--- src/rtl/rf_wb_arbiter.sv ---
// Register-file write-port arbiter: ALU writeback vs long-latency unit,
// plus busy-register scoreboard and decode stall generation.
module rf_wb_arbiter #(
    parameter int NREG       = 32,
    parameter int AW         = 5,
    parameter int DW         = 32,
    parameter int MAX_OUT    = 4,
    parameter int STARVE_MAX = 8
) (
    input  logic                         clk,
    input  logic                         rst_n,
    input  logic                         alu_we,
    input  logic [AW-1:0]                alu_waddr,
    input  logic [DW-1:0]                alu_wdata,
    input  logic                         lu_valid,
    output logic                         lu_ready,
    input  logic [AW-1:0]                lu_waddr,
    input  logic [DW-1:0]                lu_wdata,
    input  logic                         dec_valid,
    input  logic                         dec_is_lu,
    input  logic [AW-1:0]                dec_rs1,
    input  logic [AW-1:0]                dec_rs2,
    input  logic [AW-1:0]                dec_rd,
    output logic                         stall,
    output logic                         rf_we,
    output logic [AW-1:0]                rf_waddr,
    output logic [DW-1:0]                rf_wdata,
    output logic [NREG-1:0]              busy,
    output logic [$clog2(MAX_OUT+1)-1:0] outstanding
);

    localparam int OW = $clog2(MAX_OUT + 1);
    localparam int SW = $clog2(STARVE_MAX + 1);

    logic            alu_act;
    logic            lu_acc;
    logic            issue;
    logic            starve;
    logic            hazard;
    logic [SW-1:0]   starve_cnt;
    logic [SW-1:0]   starve_nx;
    logic [NREG-1:0] busy_nx;
    logic [OW-1:0]   out_nx;

    assign alu_act  = alu_we && (alu_waddr != '0);
    assign lu_ready = rst_n && !alu_act;
    assign lu_acc   = lu_valid && lu_ready;
    assign starve   = (starve_cnt == SW'(STARVE_MAX));

    // Depends only on registered state and decode inputs, never on lu_ready.
    assign hazard = busy[dec_rs1]
                 || busy[dec_rs2]
                 || ((dec_rd != '0) && busy[dec_rd])
                 || (dec_is_lu && (outstanding == OW'(MAX_OUT)))
                 || starve;

    assign stall = !rst_n || (dec_valid && hazard);
    assign issue = dec_valid && dec_is_lu && !stall;

    always_comb begin
        busy_nx = busy;
        if (lu_acc)
            busy_nx[lu_waddr] = 1'b0;
        if (issue && (dec_rd != '0))
            busy_nx[dec_rd] = 1'b1;
        busy_nx[0] = 1'b0;
    end

    always_comb begin
        out_nx = outstanding;
        case ({issue, lu_acc})
            2'b10: if (outstanding != OW'(MAX_OUT)) out_nx = outstanding + 1'b1;
            2'b01: if (outstanding != '0)           out_nx = outstanding - 1'b1;
            default: out_nx = outstanding;
        endcase
    end

    always_comb begin
        starve_nx = starve_cnt;
        if (lu_acc || !lu_valid)
            starve_nx = '0;
        else if (!starve)
            starve_nx = starve_cnt + 1'b1;
    end

    always_ff @(posedge clk or negedge rst_n) begin
        if (!rst_n) begin
            rf_we       <= 1'b0;
            rf_waddr    <= '0;
            rf_wdata    <= '0;
            busy        <= '0;
            outstanding <= '0;
            starve_cnt  <= '0;
        end else begin
            busy        <= busy_nx;
            outstanding <= out_nx;
            starve_cnt  <= starve_nx;
            if (alu_act) begin
                rf_we    <= 1'b1;
                rf_waddr <= alu_waddr;
                rf_wdata <= alu_wdata;
            end else if (lu_acc && (lu_waddr != '0)) begin
                rf_we    <= 1'b1;
                rf_waddr <= lu_waddr;
                rf_wdata <= lu_wdata;
            end else begin
                rf_we <= 1'b0;
            end
        end
    end

endmodule
--- config.mk ---
export PLATFORM = sky130hd
export DESIGN_NAME = rf_wb_arbiter
export DESIGN_NICKNAME = d
export VERILOG_FILES = /design/src/rtl/rf_wb_arbiter.sv
export SDC_FILE = /design/constraint.sdc
export NUM_CORES = 1
export LEC_CHECK = 0
export CORE_MARGIN = 8
export CORE_UTILIZATION = 45
export DETAILED_ROUTE_END_ITERATION = 8
export PLACE_DENSITY = 0.93
export SYNTH_ARGS = -nofsm -noshare
export SYNTH_HDL_FRONTEND = slang
export SYNTH_SLANG_ARGS = --single-unit
--- constraint.sdc ---
create_clock -name clk -period 3.6 [get_ports clk]
set_input_delay 1.08 -clock clk [delete_from_list [all_inputs] [get_ports clk]]
set_output_delay 1.08 -clock clk [all_outputs]
set_load 0.02 [all_outputs]
==> metrics.txt <==
Slew Limit Fails=0; syn_nets=531; num ports=170; Yosys reg bits=76; final period utilization=103%; cell taking the most area after synthesis=dfrtp_1; crit path from=dec_rs1[1]; Total Nets Final=747; Die W=115 um; Die Height=115 um; Reg clk slew, reported paths=0.08 ns; failing checks=negative setup slack; top cell type's share of synthesized area=43.0%; Final min period=3.71 ns; most common cell after layout, fill and taps aside=clkdlybuf4s50_1; ys async rst share=100%; DR vias/cell=5.74; Crit path required time=2.52 ns; Final Cell Area=0.00696 mm^2; die area=0.0133 mm^2; routed wl met2=7610 um; 1st-iter DRT viols=261; CTS tree=built; clock tree buffer depth=2; DP HPWL=12400 um; Setup Crit Path Kind=in2out; met1 WL=5840 um; Routed Antenna Nets=0; CTS sink cnt=76; Mapped Area=0.00443 mm^2; nature of the critical path endpoint=output pin; # setup viols final=2; area of the multi-input gates=0.00247 mm^2; Core Area=0.00968 mm^2; hold slack=0.486 ns; TritonRoute pass-1 iters=5; GRT Residual Overflow=0; sequential share of the synthesized area=43.0%; most frequent cells in the layout=clkdlybuf4s50_1, o21ai_0, dfrtp_1; R2R setup slack=0.35 ns; RSZ-0062 raised after global routing=yes; placed cell area=0.00659 mm^2; Routed WL=15800 um; worst vdd ir=0.262 mV; outcome=finished, violations left; CTS Hold Buffers Added=0; Yosys cell types=56; total CTS buffers=9; first-pass GRT wire length=24600 um; final worst slack=-0.110 ns; Max Used Layer=met4; leakage=2.98 nW; setup_tns=-0.118 ns; syn_area_per_cell=10.2 um^2; PwrDens=368 mW/mm^2; Worst EP arrival=2.63 ns; Max-Slew Margin vs Limit=58.5%; worst hold start=rf_wdata[21]; Hold Violations, Final=0; number of remaining DRC errors=0; final core utilization=71.9%; Clock Tree Root=clkbuf_8; # diodes=0; PortBufs=168; share of cells above drive strength 1=20.6%; gr usage total=23.9%; Worst-Skew Late Latency=0.36 ns; Reg-to-Reg Start=starve_cnt[0]; Max Freq=270 MHz; met3 WL=1900 um; Slew @ Worst Pin=0.622 ns; vias in the first global route=4711; routed vias=4515; crit path launch type=input port; Syn Inst Count=433; yosys warns=0; CTS H-tree lvls=3; initial antenna violation count=0; FF+latch area=0.00190 mm^2; fill count=684; Starting Density=45.7%; Crit Path Max Fanout=4; Post-synth top flop=dfrtp_1; area delta synth->final=57.2%; largest net degree at the start of global routing=57; Final GP Congestion=0.915; HP Class=reg2reg; std cell rows=36; number of max-cap violations=0; Fin Clk Skew=0.00800 ns; EDFF count, synth=0; WL/cell=20.0 um; synth top area cells=dfrtp_1, mux2i_1, o21ai_0
where the power goes:
part | total [W] | switching [W] | leakage, nW | internal (W)
combinational | 0.000817 | 0.000391 | 1.90 | 0.000426
clock | 0.000722 | 0.000313 | 0.107 | 0.000409
sequential | 0.00103 | 0.0000830 | 0.981 | 0.000943
sequential cells by signal, indices dropped and copies added (netlist names):
name         flops
rf_waddr         5
outstanding      3
rf_we            1
rf_wdata        32
busy            31
starve_cnt       4
area by class of cell:
class,count,area share (%)
Multi-Input combinational cell,323,35.4
Timing Repair Buffer,233,31.4
Sequential cell,76,27.3
Tap cell,133,2.39
Clock buffer,12,2.09
Clock inverter,4,1.04
Inverter,6,0.324
critical path, stage by stage:
cell	delay, ns
buf_8	0.08
buf_6	0.09
mux4_2	0.50
o221ai_2	0.19
and4b_2	0.29
nand4_4	0.13
nand2_2	0.10
nand2_2	0.05
buf_6	0.12
cell usage after synthesis, types with 3 or more instances:
cell type and instances:
a31oi_1 3, buf_2 6, buf_6 5, clkbuf_1 15, dfrtp_1 76, ha_1 3
inv_1 6, mux2_2 4, mux2i_1 52, mux4_1 5, mux4_2 9, nand2_1 48
nand2b_1 5, nand3_1 10, nand3b_1 13, nor2_1 9, nor2b_1 6, nor3_1 3
o21ai_0 96, o21ai_1 8, or3_1 5, or3b_2 4, xnor2_1 4
per-stage QoR:
step / setup WS [ns] / std cells / power (W)
6_report: -0.110 / 787 / 0.00256
5_1_grt: -0.152 / 787 / 0.00268
4_1_cts: -0.105 / 782 / 0.00256
3_5_place_dp: -1.14 / 762 / 0.00183
3_3_place_gp: -1.11 / 762 / 0.00180
2_1_floorplan: 0.00204 / 433 / 0.00138
per-layer routing:
layer / vias up / GRT usage, %
li1: 2031 / -
met1: 2193 / 25.4
met2: 252 / 40.2
met3: 39 / 10.8
met4: 0 / 10.2
met5: - / 0
cells by family (layout without fill, tap and decap cells):
| kind of cell | after synthesis | in the layout | share of synthesized area (%) |
|---|---|---|---|
| fa+ha+maj | 3 | 3 | 0.848 |
| flops | 76 | 76 | 43.0 |
| xor+xnor | 6 | 6 | 1.50 |
| mux | 72 | 72 | 20.9 |
| compound gates | 124 | 124 | 15.4 |
| simple gates | 117 | 117 | 14.3 |
| other cells | 1 | 1 | 0.0847 |
| buf+inv | 34 | 255 | 3.99 |
timing repair:
item,in CTS,in global routing
pin swaps,11,12
setup endpoints to repair,3,3
endpoints found under the hold margin,0,0
gates resized for setup,66,18
setup buffers,4,5
final timing paths:
| path | endpoint | depth (start not counted) |
|---|---|---|
| setup / recovery | stall | 9 |
| hold / removal | rf_wdata[21] | 2 |
| setup reg to reg | outstanding[2] | 14 |
| hold reg to reg | rf_wdata[21] | 2 |
| max in group asynchronous | rf_wdata[13] | 2 |
| min in group asynchronous | outstanding[0] | 1 |
No activity file was read; power rests on OpenSTA's default activity.
